### src/rtl/fsm_sequence_detector_param.sv
// ============================================================================
// fsm_sequence_detector_param: runtime-programmable serial pattern detector
// Rev 1.0 - initial release
// ============================================================================
`default_nettype none

module fsm_sequence_detector_param #(
  parameter int MAX_LEN = 8,
  parameter int CNT_W   = 16,
  parameter int LEN_W   = $clog2(MAX_LEN + 1)
) (
  input  logic               clk,
  input  logic               rst,
  input  logic               en,
  input  logic               data_in,
  input  logic               cfg_load,
  input  logic [MAX_LEN-1:0] cfg_pattern,
  input  logic [LEN_W-1:0]   cfg_len,
  input  logic               cfg_overlap,
  input  logic               clear_count,
  output logic               detected,
  output logic [CNT_W-1:0]   match_count,
  output logic [LEN_W-1:0]   fill
);

  typedef enum logic [0:0] {
    FILL  = 1'b0,
    ARMED = 1'b1
  } state_t;

  localparam logic [LEN_W-1:0]   c_MAX_LEN = LEN_W'(MAX_LEN);
  localparam logic [LEN_W-1:0]   c_RST_LEN = LEN_W'((MAX_LEN < 4) ? MAX_LEN : 4);
  localparam logic [MAX_LEN-1:0] c_RST_PAT = MAX_LEN'(4'b1101);

  state_t               state_q, state_d;
  logic [MAX_LEN-1:0]   hist_q, hist_d;
  logic [LEN_W-1:0]     fill_q, fill_d;
  logic [MAX_LEN-1:0]   pat_q, pat_d;
  logic [LEN_W-1:0]     len_q, len_d;
  logic                 ovl_q, ovl_d;
  logic                 det_q, det_d;
  logic [CNT_W-1:0]     cnt_q, cnt_d;

  logic [MAX_LEN-1:0]   w_mask;
  logic [MAX_LEN-1:0]   w_hist_sh;
  logic [LEN_W-1:0]     w_fill_inc;
  logic [LEN_W-1:0]     w_len_clamp;
  logic                 w_hit;

  always_comb begin
    w_mask = '0;
    for (int i = 0; i < MAX_LEN; i++) begin
      w_mask[i] = (i < int'(len_q));
    end
  end

  assign w_hist_sh   = {hist_q[MAX_LEN-2:0], data_in};
  assign w_fill_inc  = (fill_q >= c_MAX_LEN) ? c_MAX_LEN : fill_q + 1'b1;
  assign w_len_clamp = ((cfg_len == '0) || (cfg_len > c_MAX_LEN)) ? c_MAX_LEN : cfg_len;
  // Match is judged on the history as it will look after this bit shifts in.
  assign w_hit       = (w_fill_inc >= len_q) && (((w_hist_sh ^ pat_q) & w_mask) == '0);

  always_comb begin
    state_d = state_q;
    hist_d  = hist_q;
    fill_d  = fill_q;
    pat_d   = pat_q;
    len_d   = len_q;
    ovl_d   = ovl_q;
    det_d   = 1'b0;
    cnt_d   = cnt_q;

    if (cfg_load) begin
      pat_d   = cfg_pattern;
      len_d   = w_len_clamp;
      ovl_d   = cfg_overlap;
      fill_d  = '0;
      state_d = FILL;
    end else if (en) begin
      hist_d = w_hist_sh;
      fill_d = w_fill_inc;
      if (w_hit) begin
        det_d = 1'b1;
        if (cnt_q != {CNT_W{1'b1}}) begin
          cnt_d = cnt_q + 1'b1;
        end
        if (!ovl_q) begin
          fill_d = '0;
        end
      end
      state_d = (fill_d >= len_q) ? ARMED : FILL;
    end

    if (clear_count) begin
      cnt_d = '0;
    end
  end

  always_ff @(posedge clk) begin
    if (rst) begin
      state_q <= FILL;
      hist_q  <= '0;
      fill_q  <= '0;
      pat_q   <= c_RST_PAT;
      len_q   <= c_RST_LEN;
      ovl_q   <= 1'b1;
      det_q   <= 1'b0;
      cnt_q   <= '0;
    end else begin
      state_q <= state_d;
      hist_q  <= hist_d;
      fill_q  <= fill_d;
      pat_q   <= pat_d;
      len_q   <= len_d;
      ovl_q   <= ovl_d;
      det_q   <= det_d;
      cnt_q   <= cnt_d;
    end
  end

  assign detected    = det_q;
  assign match_count = cnt_q;
  assign fill        = fill_q;

endmodule

`default_nettype wire

### config.mk
export PLATFORM = sky130hd
export DESIGN_NAME = fsm_sequence_detector_param
export DESIGN_NICKNAME = d
export VERILOG_FILES = /design/src/rtl/fsm_sequence_detector_param.sv
export SDC_FILE = /design/constraint.sdc
export NUM_CORES = 1
export LEC_CHECK = 0
export CORE_MARGIN = 5
export CORE_UTILIZATION = 55
export CTS_CLUSTER_DIAMETER = 60
export CTS_CLUSTER_SIZE = 40
export DETAILED_ROUTE_END_ITERATION = 8
export GPL_TIMING_DRIVEN = 0
export PLACE_DENSITY = 0.8
export SYNTH_ARGS = -nofsm -noshare
export SYNTH_HDL_FRONTEND = slang
export SYNTH_SLANG_ARGS = --single-unit
### constraint.sdc
create_clock -name clk -period 4.5 [get_ports clk]
set_input_delay 0.9 -clock clk [delete_from_list [all_inputs] [get_ports clk]]
set_output_delay 0.9 -clock clk [all_outputs]
set_load 0.01 [all_outputs]
==> flow_summary.toml, run 1 <==
[run_status]
status = "finished clean"

[min_path]
min_from = "hist_q[6]$_SDFFE_PP0P_"
worstHoldPathType = "reg2reg"

[floorplan]
io_pins = 40
rows = 22
initial_core_util_pct = 57.6
dieArea_sq_mm = 0.00521
die-width_um = 72.2
core_sq_mm = 0.00369
die_height_um = 72.2

[yosys]
synth_area_per_cell_sq_um = 8.40
syn_nets = 277
yosysWarningCount = 0
synth-compound-area-share_pct = 21.6
synth_top_family_by_area = "simple AND/OR/NAND/NOR gates"
synthArstFlopShare_pct = 0
syn_inst = 253
synthMuxAreaShare_pct = 2.83
synth_simple_gate_area_share_pct = 24.4
synth-edff-count = 0
synthesis.area_sq_mm = 0.00212
ys_seq_area_share_pct = 38.6
synth_xor_area_share_pct = 3.71
ys_seq_elements = 41
synth_cell_types = 45
synthAdderAreaFrac_pct = 3.42
synthFlopType = "dfxtp_1"

[route]
wl_per_cell_um = 15.0
drc_errors = 0
route.vias.total = 1992
vias_per_cell = 5.74
drt_pre_antenna_iters = 5
drt_iter0_drc = 136
detail-route-antenna-nets = 0
drt_wl_total_um = 5220

[sta]
finalClockSkew_ns = 0.0141
worstMarginPinSlew_ns = 0.581
setup_viol_count_final = 0
rsz0062_at_grt = "no"
slew_viol_final = 0
maxSlewHeadroom_pct = 61.3
finalHoldViolCount = 0
fmax_mhz = 326
setup-tns-final_ns = 0
fin_crit_sh_pct = 68.1
period_needed_ns = 3.07

[setup_path]
crit_start = "data_in"
worstSetupEndpointType = "flop"
path_cells = "clkdlybuf4s50_1 > xnor2_1 > o22ai_1 > a211o_1 > nand2b_1 > clkbuf_1 > clkbuf_1 > o311ai_0 > o41ai_1"
crit_top_cell = "clkbuf_1"
start_kind = "input pin"
worstSetupPathType = "in2reg"
crit_path_max_incr_delay_ns = 0.44
worst_ep_arrival_time_ns = 3.22
cpMaxStageDelayCell = "clkdlybuf4s50_1"
cp_data_required_time_ns = 4.66
worst-path-max-fanout = 10
r2r-start = "match_count[0]$_SDFFE_PP0P_"

[pwr]
power.density_mw_per_mm2 = 270
comb_power_share_pct = 12.8
power.switching_uw = 185
power.total_uw = 720
leakage_nw = 0.923
clock_power_share_pct = 34.7
sw_frac_of_total_pct = 25.7
ir_worst_vdd_mv = 0.218
seqPwrFrac_pct = 52.5
cellInternalPower_uw = 535

[place]
port_buffers = 39
dp_hpwl_um = 3770
gp_congestion = 0.840

[clocking]
cts_max_level = 2
cts_tree = "yes"
clkTransAtPathRegs_ns = 0.08
cts_sinks = 41
numCtsBuffers = 5
postCtsHoldBufs = 0
clock_latency_ns = 0.31
ctsResizeCount = 0
post-cts-setup-buffer-count = 0
clockRootBuffer = "clkbuf_8"
clockBufferDepth = 2

[global_route]
antenna_found_initial = 0
grt_usage_pct = 20.5
grt_max_degree = 13
grt_pass1_wl_um = 8470
overflow = 0
grt_pass1_vias = 1830

[cells_and_area]
fill_cells = 320
seqCellArea_sq_um = 821
nets = 323
syn2layout_area_growth_pct = 25.4
final_cell_mix = "41 x dfxtp_1, 39 x clkdlybuf4s50_1, 31 x nand2_1"
drive_above_1_share_pct = 6.69
diodes = 0
mostFrequentLayoutCell = "dfxtp_1"
multi_input_area_sq_mm = 0.00119

[job]
cap_viol_max_count = 0
## per-layer routing
metal  GRT usage [%]  up-vias  wire length [um]
met4            6.47        0                87
met1            26.9      904              2440
met5               0        -                 0
li1                -     1011                 -
met2            32.8       64              2330
met3            5.68       13               358
## synth_stat cells (2+ instances only)
library cell | number | area, sq um
nor3_1 | 3 | 15.0
xnor2_1 | 4 | 35.0
inv_1 | 9 | 33.8
nor2b_1 | 7 | 43.8
o211ai_1 | 2 | 15.0
a31oi_1 | 2 | 12.5
a31o_2 | 2 | 17.5
nor2_1 | 24 | 90.1
buf_6 | 3 | 33.8
clkbuf_1 | 10 | 37.5
or3_1 | 6 | 37.5
a211oi_1 | 2 | 15.0
nand3_1 | 9 | 45.0
a211o_1 | 5 | 43.8
o21ai_0 | 6 | 30.0
o41ai_1 | 4 | 35.0
mux2i_1 | 6 | 60.1
o311ai_0 | 3 | 26.3
nand4_1 | 4 | 25.0
a21oi_1 | 20 | 100
or4_1 | 8 | 60.1
or2_2 | 3 | 18.8
nand2b_1 | 2 | 12.5
o31ai_1 | 8 | 60.1
ha_1 | 5 | 62.6
xor2_1 | 5 | 43.8
nand2_1 | 31 | 116
nor4_1 | 3 | 18.8
dfxtp_1 | 41 | 821
## area by class of cell
cell class	count	share of cell area (%)
tap	48	2.25
inverter	9	1.27
clock buffer	6	3.10
sequential	41	30.8
clock inverter	1	0.282
buffer	15	3.10
multi-input combinational	188	44.6
timing repair buffer	39	14.6
## cells by family after synthesis
| logic type | after synthesis |
|---|---|
| fa+ha+maj | 6 |
| buf+inv | 24 |
| xor+xnor | 9 |
| flops | 41 |
| simple gates | 104 |
| mux | 6 |
| compound gates | 63 |
## worst max-delay path, delay by kind of cell
family / cells / cell delay, ns
compound gates: 4 / 0.99
xor+xnor: 1 / 0.23
buf+inv: 3 / 0.94
simple gates: 1 / 0.16
## state kept, by name, summed over array words and instances (netlist names)
| name | flops |
|---|---|
| detected | 1 |
| hist_q | 7 |
| fill | 4 |
| ovl_q | 1 |
| pat_q | 8 |
| match_count | 16 |
| len_q | 4 |
## stage by stage
step	utilization [%]	hold slack, ns	instance area, sq um	setup slack, ns	std cells
2_1_floorplan	-	0.448	2120	2.10	253
3_3_place_gp	69.8	0.455	2570	1.27	340
3_5_place_dp	69.8	0.467	2570	1.27	340
4_1_cts	72.3	0.478	2670	1.48	347
5_1_grt	72.3	0.500	2670	1.35	347
6_report	72.3	0.477	2670	1.43	347
## power by group through the flow
stage | registers (mW) | clock network, mW | logic (mW)
2_1_floorplan | 0.385 | 0 | 0.0570
3_3_place_gp | 0.386 | 0 | 0.0899
3_5_place_dp | 0.387 | 0 | 0.0913
4_1_cts | 0.378 | 0.251 | 0.0915
5_1_grt | 0.379 | 0.269 | 0.100
6_report | 0.378 | 0.250 | 0.0922
## final timing paths
check / end / slack (ns) / cells after the start
min reg2reg: hist_q[6]$_SDFFE_PP0P_ / 0.48 / 2
max: match_count[15]$_SDFFE_PP0P_ / 1.43 / 9
max reg2reg: match_count[15]$_SDFFE_PP0P_ / 1.86 / 9
min: hist_q[6]$_SDFFE_PP0P_ / 0.48 / 2
No activity file was read; power rests on OpenSTA's default activity.
==> inputs of run 2 (changes only) <==
--- a/config.mk
+++ b/config.mk
@@ -6,12 +6,12 @@
 export NUM_CORES = 1
 export LEC_CHECK = 0
 export CORE_MARGIN = 5
-export CORE_UTILIZATION = 55
+export CORE_UTILIZATION = 47
 export CTS_CLUSTER_DIAMETER = 60
 export CTS_CLUSTER_SIZE = 40
 export DETAILED_ROUTE_END_ITERATION = 8
 export GPL_TIMING_DRIVEN = 0
-export PLACE_DENSITY = 0.8
+export PLACE_DENSITY = 0.72
 export SYNTH_ARGS = -nofsm -noshare
 export SYNTH_HDL_FRONTEND = slang
 export SYNTH_SLANG_ARGS = --single-unit
==> constraint.sdc (replaced) <==
create_clock -name clk -period 2.48 [get_ports clk]
set_input_delay 0.496 -clock clk [delete_from_list [all_inputs] [get_ports clk]]
set_output_delay 0.496 -clock clk [all_outputs]
set_load 0.01 [all_outputs]
==> run 2 against run 1 <==
Die area is 15% higher. Utilization is 9.4 points lower. Largest power group unchanged. Non-clock buffer count is 1 higher. Via count is 0.40% lower. Clock-buffer cell count is 1 lower. Register-to-register slack worse by 1.8 ns.
==> flow_summary.toml, run 2 (synthesis gave the netlist of run 1 again) <==
[run_status]
status = "finished clean"

[job]
cap_viol_max_count = 0

[sta]
rsz0062_at_grt = "yes"
finalClockSkew_ns = 0.0151
period_needed_ns = 2.40
holdWs_ns = 0.469
worstMarginPinSlew_ns = 0.549
setup_viol_count_final = 0
fin_crit_sh_pct = 96.8
finalHoldViolCount = 0
maxSlewHeadroom_pct = 63.4
fmax_mhz = 416
slew_viol_final = 0

[cells_and_area]
largest_reg_flops = 16
final_cell_mix = "39 x clkdlybuf4s50_1, 35 x dfxtp_1, 31 x nand2_1"
diodes = 0
drive_above_1_share_pct = 11.7
utilization_pct = 62.9
syn2layout_area_growth_pct = 29.7
mostFrequentLayoutCell = "clkdlybuf4s50_1"
fill_cells = 395
nets = 324

[clocking]
postCtsHoldBufs = 0
clkTransAtPathRegs_ns = 0.08
cts_sinks = 41
cts_max_level = 2
numCtsBuffers = 5
clockRootBuffer = "clkbuf_8"
clockBufferDepth = 2
cts_tree = "yes"
clock_latency_ns = 0.30

[pwr]
power.switching_uw = 332
clock_power_share_pct = 37.6
ir_worst_vdd_mv = 0.315
leakage_nw = 0.973
sw_frac_of_total_pct = 24.0
power.density_mw_per_mm2 = 501
cellInternalPower_mw = 1.05
seqPwrFrac_pct = 49.9
comb_power_share_pct = 12.5

[global_route]
overflow = 0
grt_usage_pct = 17.4
grt_busiest_layer = "met2"
met3_usage_pct = 3.28
grt_pass1_wl_um = 8670
grt_max_degree = 13
gr-usage-met2_pct = 26.7
grt_use_met1_pct = 23.1
antenna_found_initial = 0
grt_pass1_vias = 1910

[floorplan]
die_height_um = 77.2
rows = 24
initial_core_util_pct = 48.5
die-width_um = 77.2
core_sq_mm = 0.00438
io_pins = 40
dieArea_sq_mm = 0.00597

[setup_path]
reg2reg_depth = 10
r2r-start = "fill[0]$_SDFFE_PP0P_"
worstSetupPathType = "reg2reg"
worst_ep_arrival_time_ns = 2.61
worst-path-max-fanout = 10
cp_data_required_time_ns = 2.69
start_kind = "flop"
r2r-end = "fill[3]$_SDFFE_PP0P_"
regToRegSetupSlack_ns = 0.08
worstSetupEndpointType = "flop"

[min_path]
whs_endpoint = "hist_q[6]$_SDFFE_PP0P_"
whs_path_depth = 2
min_from = "hist_q[6]$_SDFFE_PP0P_"
worstHoldPathType = "reg2reg"

[route]
route.vias.total = 1984
drt_iter0_drc = 95
drc_errors = 0
drt_wl_total_um = 5210
wl_per_cell_um = 14.8
detail-route-antenna-nets = 0
drt_pre_antenna_iters = 4
vias_per_cell = 5.64

[place]
dp_hpwl_um = 3750
gp_congestion = 0.832
port_buffers = 39
[run 2: changes by cell type in the layout (fill, tap and decap cells not counted), sizes merged]
cell | previous run | this run
clkinv | 0 | 1
bufinv | 0 | 1
clkbuf | 16 | 12
buf | 5 | 9
clkinvlp | 1 | 0
[run 2: critical path, stage by stage (launching register included)]
cell and delay [ns]:
dfxtp_2 0.35, or2_2 0.30, ha_1 0.26, nand2b_1 0.14, maj3_1 0.33, o211ai_1 0.19, o2bb2ai_4 0.18, buf_6 0.15
buf_8 0.14, nor2_1 0.06, a211oi_1 0.21
[run 2: stage by stage]
step / TNS, ns / setup slack [ns] / area (sq um) / cells / power [mW]
floorplan: 0 / 0.179 / 2120 / 253 / 0.802
global placement: -3.75 / -0.380 / 2580 / 344 / 0.865
detailed placement: -3.85 / -0.411 / 2580 / 344 / 0.866
CTS: 0 / 0.00985 / 2700 / 352 / 1.38
global route: -0.116 / -0.0378 / 2760 / 352 / 1.44
finish: 0 / 0.0783 / 2760 / 352 / 1.38
[run 2: area by class of cell]
cell class | instances | area, sq um | area share, %
clock inverter | 2 | 35.0 | 1.27
clock buffer | 5 | 68.8 | 2.50
inverter | 9 | 33.8 | 1.23
timing repair buffer | 43 | 422 | 15.3
tap | 52 | 65.1 | 2.36
sequential | 41 | 831 | 30.1
multi-input combinational | 188 | 1220 | 44.4
buffer | 12 | 76.3 | 2.77
[run 2: layer usage]
layer	wire length, um	vias up
met3	272	6
met5	0	-
met4	55	0
li1	-	1015
met1	2470	917
met2	2410	46
[run 2: how the worst max path moves through the flow]
stage / start / to
2_1_floorplan: fill[0]$_SDFFE_PP0P_ / fill[3]$_SDFFE_PP0P_
4_1_cts: fill[0]$_SDFFE_PP0P_ / fill[3]$_SDFFE_PP0P_
5_1_grt: fill[0]$_SDFFE_PP0P_ / fill[3]$_SDFFE_PP0P_
3_5_place_dp: data_in / match_count[10]$_SDFFE_PP0P_
6_report: fill[0]$_SDFFE_PP0P_ / fill[3]$_SDFFE_PP0P_
3_3_place_gp: data_in / match_count[10]$_SDFFE_PP0P_
[run 2: repair_timing]
item	CTS	global route
endpoints found under the setup margin	7	19
buffers inserted	1	2
gates cloned	0	1
gates resized for setup	2	23
pin swaps	1	5
[run 2: power by group through the flow]
| stage | clock network, mW | registers [mW] | logic, mW |
|---|---|---|---|
| global placement | 0 | 0.701 | 0.164 |
| finish | 0.519 | 0.689 | 0.173 |
| global route | 0.558 | 0.691 | 0.189 |
| CTS | 0.526 | 0.686 | 0.168 |
| floorplan | 0 | 0.699 | 0.103 |
| detailed placement | 0 | 0.701 | 0.166 |
==> inputs of run 3 (changes only) <==
--- a/config.mk
+++ b/config.mk
@@ -6,12 +6,12 @@
 export NUM_CORES = 1
 export LEC_CHECK = 0
 export CORE_MARGIN = 5
-export CORE_UTILIZATION = 47
+export CORE_UTILIZATION = 40
 export CTS_CLUSTER_DIAMETER = 60
 export CTS_CLUSTER_SIZE = 40
 export DETAILED_ROUTE_END_ITERATION = 8
 export GPL_TIMING_DRIVEN = 0
-export PLACE_DENSITY = 0.72
+export PLACE_DENSITY = 0.62
 export SYNTH_ARGS = -nofsm -noshare
 export SYNTH_HDL_FRONTEND = slang
 export SYNTH_SLANG_ARGS = --single-unit
==> run 3 against run 2 <==
The run now ends with negative setup slack left. Total power grew 9.0%. Combinational power grew 3%. Cell count grew 6.8%. Worst hold slack gained 0.0041 ns. Flip-flop and latch count is the same. Clock-buffer cell count is the same. Wire length grew 5.1%. Die area grew 15%. Global-route usage shrank 1.7 points. Sequential share of layout area shrank 1.0 points. Highest routed layer unchanged.
==> flow_summary.toml, run 3 (synthesis gave the netlist of run 1 again) <==
[run_status]
status = "finished, violations left"
violations = "negative setup slack"

[min_path]
min_from = "hist_q[6]$_SDFFE_PP0P_"
worstHoldPathType = "reg2reg"

[cells_and_area]
largest_reg_flops = 16
nets = 329
final_cell_area_sq_mm = 0.00285
drive_above_1_share_pct = 13.7
mostFrequentLayoutCell = "clkdlybuf4s50_1"
final_cell_mix = "39 x clkdlybuf4s50_1, 35 x dfxtp_1, 31 x nand2_1"
syn2layout_area_growth_pct = 34.2
fill_cells = 522
diodes = 0

[floorplan]
core_sq_mm = 0.00514
io_pins = 40
dieArea_sq_mm = 0.00687
rows = 26
die_height_um = 82.9
initial_core_util_pct = 41.3
die-width_um = 82.9

[place]
gp_congestion = 0.795
dp_hpwl_um = 3970
port_buffers = 39
placed_cell_area_sq_mm = 0.00260

[setup_path]
crit_start = "fill[0]$_SDFFE_PP0P_"
worst-path-max-fanout = 7
crit_top_cell = "buf_6"
worstSetupPathType = "reg2reg"
cp_data_required_time_ns = 2.70
r2r-start = "fill[0]$_SDFFE_PP0P_"
cpMaxStageDelayCell = "or4_1"
path_cells = "or2_2 > ha_1 > nand2b_1 > maj3_1 > o211ai_1 > o2bb2ai_4 > buf_6 > buf_6 > or4_1 > a21oi_1"
worstSetupEndpointType = "flop"
start_kind = "flop"
crit_path_max_incr_delay_ns = 0.49
worst_ep_arrival_time_ns = 2.72

[global_route]
grt_pass1_wl_um = 9050
antenna_found_initial = 0
grt_max_degree = 14
grt_pass1_vias = 1793
grt_usage_pct = 15.6
overflow = 0

[sta]
worstMarginPinSlew_ns = 0.562
period_needed_ns = 2.50
setup_ws_ns = -0.0240
fin_crit_sh_pct = 101
setup_viol_count_final = 1
maxSlewHeadroom_pct = 62.5
holdWs_ns = 0.473
setup-tns-final_ns = -0.0240
rsz0062_at_grt = "yes"
finalClockSkew_ns = 0.00500
slew_viol_final = 0
finalHoldViolCount = 0
fmax_mhz = 399

[pwr]
ir_worst_vdd_mv = 0.506
leakage_nw = 1.00
power.total_mw = 1.51
power.density_mw_per_mm2 = 528

[job]
cap_viol_max_count = 0

[clocking]
clockRootBuffer = "clkbuf_8"
clockBufferDepth = 2
cts_tree = "yes"
numCtsBuffers = 5
clkTransAtPathRegs_ns = 0.08
cts_max_level = 2
cts_sinks = 41
clock_latency_ns = 0.29

[route]
drc_errors = 0
detail-route-antenna-nets = 0
drt_pre_antenna_iters = 4
route.vias.total = 1984
drt_wl_total_um = 5480
drt_iter0_drc = 108
wl_per_cell_um = 14.6
vias_per_cell = 5.28
run 3: worst paths after layout:
path	cells past startpoint	slack, ns	end
worst max-delay path	10	-0.02	match_count[4]$_SDFFE_PP0P_
worst min-delay path	2	0.47	hist_q[6]$_SDFFE_PP0P_
worst max register to register	10	-0.02	match_count[4]$_SDFFE_PP0P_
worst min register to register	2	0.47	hist_q[6]$_SDFFE_PP0P_
run 3: per-stage QoR:
| step | utilization, % | setup WS, ns | instances |
|---|---|---|---|
| 6_report | 55.5 | -0.0240 | 376 |
| 5_1_grt | 55.5 | -0.129 | 376 |
| 4_1_cts | 54.3 | 0.00527 | 374 |
| 3_5_place_dp | 50.6 | -0.387 | 362 |
| 3_3_place_gp | 50.6 | -0.381 | 362 |
| 2_1_floorplan | - | 0.179 | 253 |
run 3: cell type report:
type	count	area [sq um]	area share, %
multi-input cells	188	1220	42.8
flip-flops and latches	41	831	29.1
repair buffers	48	474	16.6
well taps	70	87.6	3.07
plain buffers	12	70.1	2.46
clock buffers	5	68.8	2.41
clock inverters	3	65.1	2.28
inverters	9	33.8	1.18
run 3: timing repair:
item,4_1_cts,5_1_grt
buffers inserted,4,5
hold buffers,0,0
resized for setup,5,18
cloned,0,0
endpoints found under the setup margin,13,19
pin swaps,1,5
run 3: metal layers:
layer  up-vias  wire length, um  GRT usage, %
met5         -                0             0
met1       917             2660          22.0
met4         0               26          4.01
li1       1028                -             -
met2        37             2560          24.0
met3         2              234          3.56
run 3: where the power goes:
group / internal, mW / total, mW / switching [mW]
Combinational: 0.0871 / 0.179 / 0.0916
Sequential: 0.674 / 0.689 / 0.0151
Clock: 0.400 / 0.637 / 0.237
run 3: critical path, delay by kind of cell, from the launching register on:
kind	cells	cell delay (ns)
buffers and inverters	2	0.26
adder cells (fa/ha/maj)	2	0.42
AO/OA/AOI/OAI	3	0.50
AND/OR/NAND/NOR	3	0.89
flip-flops	1	0.35
